## src/rtl/serial_rx_pkg.sv

```systemverilog
// serial_rx_pkg: shared FSM encoding and sizing helpers for the serial nibble receiver.
`default_nettype none

package serial_rx_pkg;

  localparam int DEFAULT_DATA_W = 4;

  typedef enum logic [1:0] {
    IDLE   = 2'd0,
    DATA   = 2'd1,
    PARITY = 2'd2
  } state_t;

  // Bit-index counter width; a 1-bit payload still needs a 1-bit counter.
  function automatic int cnt_width(input int w);
    return (w > 1) ? $clog2(w) : 1;
  endfunction

endpackage

`default_nettype wire

```

## src/rtl/serial_nibble_rx_shift.sv

```systemverilog
// rx_shift: payload register loaded one bit at a time at a given index, with clear.
`default_nettype none

module rx_shift #(
  parameter int DATA_W = 4,
  parameter int IDX_W  = 2
) (
  input  logic              clk,
  input  logic              rst,
  input  logic              clr,
  input  logic              en,
  input  logic [IDX_W-1:0]  idx,
  input  logic              din,
  output logic [DATA_W-1:0] data
);

  always_ff @(posedge clk) begin
    if (rst || clr) begin
      data <= '0;
    end else if (en) begin
      data[idx] <= din;
    end
  end

endmodule

`default_nettype wire

```

## src/rtl/serial_nibble_rx.sv

```systemverilog
// serial_nibble_rx: start bit + LSB-first payload + parity bit receiver, gated by sin_en.
`default_nettype none

module serial_nibble_rx
  import serial_rx_pkg::*;
#(
  parameter int DATA_W   = DEFAULT_DATA_W,
  parameter bit EVEN_PAR = 1'b1
) (
  input  logic              clk,
  input  logic              rst,
  input  logic              sin,
  input  logic              sin_en,
  output logic [DATA_W-1:0] q,
  output logic              q_valid,
  output logic              par_err,
  output logic              busy
);

  localparam int               CNT_W    = cnt_width(DATA_W);
  localparam logic [CNT_W-1:0] LAST_IDX = CNT_W'(DATA_W - 1);

  state_t              state;
  logic [CNT_W-1:0]    cnt;
  logic [DATA_W-1:0]   payload;
  logic                shift_clr;
  logic                shift_en;
  logic                par_ok;

  assign shift_clr = sin_en && (state == IDLE) && sin;
  assign shift_en  = sin_en && (state == DATA);
  // Combined XOR of payload and parity bit must be 0 for even, 1 for odd.
  assign par_ok    = ((^payload) ^ sin) != EVEN_PAR;

  rx_shift #(
    .DATA_W (DATA_W),
    .IDX_W  (CNT_W)
  ) u_shift (
    .clk  (clk),
    .rst  (rst),
    .clr  (shift_clr),
    .en   (shift_en),
    .idx  (cnt),
    .din  (sin),
    .data (payload)
  );

  always_ff @(posedge clk) begin
    if (rst) begin
      state   <= IDLE;
      cnt     <= '0;
      q       <= '0;
      q_valid <= 1'b0;
      par_err <= 1'b0;
      busy    <= 1'b0;
    end else begin
      q_valid <= 1'b0;
      par_err <= 1'b0;
      if (sin_en) begin
        case (state)
          IDLE: begin
            if (sin) begin
              state <= DATA;
              cnt   <= '0;
              busy  <= 1'b1;
            end
          end
          DATA: begin
            // Counter holds on the last bit; it only returns to 0 at the next start.
            if (cnt == LAST_IDX) begin
              state <= PARITY;
            end else begin
              cnt <= cnt + CNT_W'(1);
            end
          end
          PARITY: begin
            state <= IDLE;
            busy  <= 1'b0;
            if (par_ok) begin
              q       <= payload;
              q_valid <= 1'b1;
            end else begin
              par_err <= 1'b1;
            end
          end
          default: begin
            state <= IDLE;
            busy  <= 1'b0;
          end
        endcase
      end
    end
  end

endmodule

`default_nettype wire

```

## config.mk

```make
export PLATFORM = sky130hd
export DESIGN_NAME = serial_nibble_rx
export DESIGN_NICKNAME = d
export VERILOG_FILES = /design/src/rtl/serial_rx_pkg.sv /design/src/rtl/serial_nibble_rx_shift.sv /design/src/rtl/serial_nibble_rx.sv
export SDC_FILE = /design/constraint.sdc
export NUM_CORES = 1
export LEC_CHECK = 0
export ABC_AREA = 1
export BUFFER_PORTS_ARGS = -buffer_cell sky130_fd_sc_hd__buf_4
export CORE_MARGIN = 2
export CORE_UTILIZATION = 50
export CTS_BUF_LIST = sky130_fd_sc_hd__clkbuf_4
export CTS_CLUSTER_DIAMETER = 40
export CTS_CLUSTER_SIZE = 8
export DETAILED_ROUTE_END_ITERATION = 16
export PLACE_DENSITY = 0.69
export SETUP_SLACK_MARGIN = 0.1
export SKIP_LAST_GASP = 1
export SYNTH_ARGS = -nofsm -noshare
export SYNTH_HDL_FRONTEND = slang
export SYNTH_HIERARCHICAL = 1
export SYNTH_SLANG_ARGS = --single-unit
```

## constraint.sdc

```tcl
create_clock -name clk -period 2.8 [get_ports clk]
set_input_delay 0.14 -clock clk [delete_from_list [all_inputs] [get_ports clk]]
set_output_delay 0.14 -clock clk [all_outputs]
set_load 0.005 [all_outputs]
```

Yosys cells after proc, flatten, opt, wreduce, memory -nomap -nowiden:

Cells that the tools add are included.

* add/subtract/negate cells: 1
* magnitude comparators: 2
* equality and inequality tests: 6
* multiplexer cells: 13
* bitwise operators: 5
* reductions and logical operators: 13

Operator list (number)
* $reduce_and 3->1: 3
* $mux 2: 4
* $pmux 2 s2: 2
* $bwmux 4: 1
* $eq 2x2->1 const B: 2
* $logic_and 1x1->1: 4
* $mux 1: 4
* $ne 2x2->1 const B: 2
* $not 1->1: 4
* $reduce_and 4->1: 1
* $reduce_xor 4->1: 1
* $lt 2x3->1 const B: 1
* $reduce_or 3->1: 1
* $add 2x1->2 const B: 1
* $demux 1 s2: 1
* $eq 2x1->1 const B: 1
* $ge 2x1->1 const B: 1
* $logic_not 2->1: 1
* $ne 2x1->1 const B: 1
* $pmux 1 s2: 1
* $reduce_bool 2->1: 1
* $logic_or 1x1->1: 1
* $xor 1x1->1: 1

* bits in registers: 15
* input bits: 4
* output and inout bits: 7
* logic and storage cells: 47

Depth between registers and ports, before layout:

* depth in word-level cells: 5
* gate-level depth with buffers: 10
* gate-level depth less buffers: 10

Cells and area by module:

The synthesis kept the hierarchy.

By module, submodules not included
* serial_nibble_rx: times used 1, cells an instance 84, area each 596.8 sq um, sequential area each 220.2 sq um
* rx_shift: times used 1, cells an instance 31, area each 203.9 sq um, sequential area each 80.1 sq um

Least setup slack after synthesis:

OpenSTA, ideal clock, no wires.

* path kind: register to register
* start: reg state[0]
* end: reg u_shift.data[1]
* library setup time: 0.113 ns
* arrival: 1.099 ns
* data required time: 2.687 ns
* slack: 1.588 ns
* cell stages (with the launch flop): 8
* path buffers: 0
* period minus slack after synthesis: 1.212 ns
* path through: dfxtp_1 inv_1 nor2_1 inv_1 nor2_1 nand3_1 nor2_1 nor2_1

* elaborated cells on any way between the ends: 6
* classes of those cells: eq/ne (1); reduce/logical (5)

RTL lines
* start, declared: line serial_nibble_rx.sv:23 `state_t state;`
* start signal, assigned: line serial_nibble_rx.sv:50 `state <= IDLE;`
* start signal, assigned: line serial_nibble_rx.sv:63 `state <= DATA;`
* start signal, assigned: line serial_nibble_rx.sv:71 `state <= PARITY;`
* $eq 2x1->1: line serial_nibble_rx.sv:31 `assign shift_en = sin_en && (state == DATA);`
* $logic_and 1x1->1: line serial_nibble_rx.sv:31
* named net shift_en: line serial_nibble_rx.sv:27 `logic shift_en;`
* end signal, assigned by index: line serial_nibble_rx_shift.sv:21 `data[idx] <= din;`
* end, declared: line serial_nibble_rx_shift.sv:14 `output logic [DATA_W-1:0] data`

The timed path passes the listed nets, and every way through them passes these cells.
A chain may end at the register's enable or synchronous reset.

Worst setup path after layout:

* start: reg state[0]
* end: reg u_shift.data[2]

Same word-level chain as after synthesis.

==> flow_summary.yaml <==
outcome:
  status: "complete, no violations"
clock_network:
  cts_resized: 0
  cts_buffer_depth: 2
  tritoncts: "yes"
  cts_made_buffers: 3
  cts.htree.levels: 1
  clock_sinks: 15
  clk_pin_slew_ns: 0.09
  clk_latency_ns: 0.29
  cts-root-buf: "clkbuf_4"
  hold_buffers: 0
  post_cts_buffers: 0
flow_run:
  max_cap_viol_count: 0
pwr:
  irDropWorstVdd_mv: 0.325
  total_power_uw: 433
  power_leakage_nw: 0.435
  power_density_nw_per_um2: 468
drt:
  wl_per_cell_um: 9.64
  drtIter0Drc: 15
  dr.pass1.iters: 3
  num_vias: 684
  drc: 0
  ant_nets: 0
  drt_wl_total_um: 1400
  via_per_inst: 4.72
timing:
  hold_viol: 0
  slew_viol_final: 0
  rsz0062_at_grt: "no"
  clock_skew_ns: 0.00192
  fmax_ghz: 0.728
  period_share: 0.491
  setup_viol: 0
  timing.setup.tns_ns: 0
  hold_slack_ns: 0.0946
  worst_pin_slew_ns: 0.305
  slew_headroom: 0.796
  min_period_ns: 1.37
final_layout:
  antenna_cells: 0
  finalNonFillerCells: 145
  nNetsFinal: 135
  drive_gt1_frac: 0.202
  syn_to_final_growth_pct: 15.3
  utilization: 0.613
yosys:
  ys.flop_type: "dfxtp_1"
  syn_area_per_cell_sq_um: 6.96
  ys_ff_latch: 15
  synth_most_common_cell: "nand2_1"
  ys_seq_area_frac: 0.375
  ys_types: 17
  synth_edf_count: 0
  yosys.area.top_type: "dfxtp_1"
  yosysWarnings: 6
  syn_inst: 115
  synth_common_cells: "29 x nand2_1, 22 x inv_1, 17 x nor2_1"
  synth_nets: 120
  synth_area_leaders: "dfxtp_1 38%, nand2_1 14%, inv_1 10%"
  synth_top_area_share: 0.375
  synthArstFlopShare: 0
  synth_area_sq_um: 801
placement:
  dp_hpwl_um: 1120
  io_buffers: 10
  place_congestion: 0.787
  dp_cells: 141
floorplanning:
  pin_count: 11
  core_area_sq_um: 1510
  rows: 14
  dieWidth_um: 44.0
  start_util: 0.532
  die_area_sq_um: 1940
  die-height_um: 44.0
min_path:
  min_to: "cnt[1]"
  hp-class: "input port to flip-flop"
  min_path_cells: 2
  hp-start: "rst"
critical_path:
  crit_type: "flip-flop to flip-flop"
  cp.arrival_ns: 1.57
  crit_required_ns: 3.00
  worstRegToRegCells: 7
  rrSetupSlack_ns: 1.43
  cp-end-kind: "flip-flop"
  crit_path_max_fanout: 5
  start_kind: "flip-flop"
  r2r-end: "u_shift/data[2]"
  reg2reg_from: "state[0]"
global_route:
  grtUsageMet3: 0.0245
  grt_pass1_wl_um: 2420
  grt_max_degree: 10
  grt_pass1_vias: 617
  gr-usage-met1: 0.213
  busiest_layer: "met2"
  grt_util_all_layers: 0.168
  grtUsageMet2: 0.282
  overflow: 0
  antenna_found_initial: 0
[registers in the layout, indices dropped and copies added (netlist names)]
register	cells
u_shift/data	4
cnt	2
busy	1
q_valid	1
state	2
par_err	1
q	4
[placed cells by master, fill, tap and decap left out, types with 3 or more instances in the layout]
cell type	n
nand3_1	6
clkbuf_4	3
a21oi_1	8
nor2_1	17
nand2_1	29
inv_1	22
nand4_1	5
inv_2	4
dfxtp_1	15
buf_4	10
[through the flow]
| step | instance area, sq um | setup WS (ns) |
|---|---|---|
| floorplan | 801 | 1.59 |
| global placement | 896 | 1.50 |
| finish | 923 | 1.43 |
| CTS | 923 | 1.43 |
| global route | 923 | 1.19 |
| detailed placement | 896 | 1.45 |
[metal layers]
metal	vias to the layer above	wire (um)
li1	380	-
met1	293	669
met2	9	654
met3	2	49
met4	0	24
met5	-	0
[worst max-delay path by stage]
stage | startpoint | end | slack, ns | cells past startpoint
after floorplan | state[0] | u_shift/data[1] | 1.59 | 7
after global placement | state[0] | u_shift/data[2] | 1.50 | 7
after detailed placement | state[0] | u_shift/data[2] | 1.45 | 7
after CTS | state[0] | u_shift/data[2] | 1.43 | 7
after global routing | state[0] | u_shift/data[2] | 1.19 | 7
final | state[0] | u_shift/data[2] | 1.43 | 7
[where the power goes]
| part | internal (mW) | switching [mW] |
|---|---|---|
| clock | 0.0533 | 0.0759 |
| combinational | 0.0280 | 0.0454 |
| sequential | 0.222 | 0.00803 |
| total | 0.303 | 0.129 |
[layout make-up]
cell class                 count  area [sq um]
clock inverter                 1          5.00
clock buffer                   3          22.5
sequential                    15           300
tap                           16          20.0
timing repair buffer          10          75.1
inverter                      26          97.6
fill                         144           583
multi-input combinational     74           403
[critical path, stage by stage (launching register included)]
cell and delay [ns]:
dfxtp_1 0.44, inv_1 0.06, nor2_1 0.12, inv_1 0.10
nor2_1 0.25, nand3_1 0.15, nor2_1 0.11, nor2_1 0.05
[cells by family after synthesis]
| group | after synthesis | share of synthesized area |
|---|---|---|
| AO/OA/AOI/OAI | 10 | 0.0813 |
| AND/OR/NAND/NOR | 62 | 0.386 |
| XOR/XNOR | 1 | 0.0203 |
| buffers and inverters | 26 | 0.122 |
| flip-flops | 15 | 0.375 |
| adder cells (fa/ha/maj) | 1 | 0.0156 |
Power figures use the tool's default switching activity.
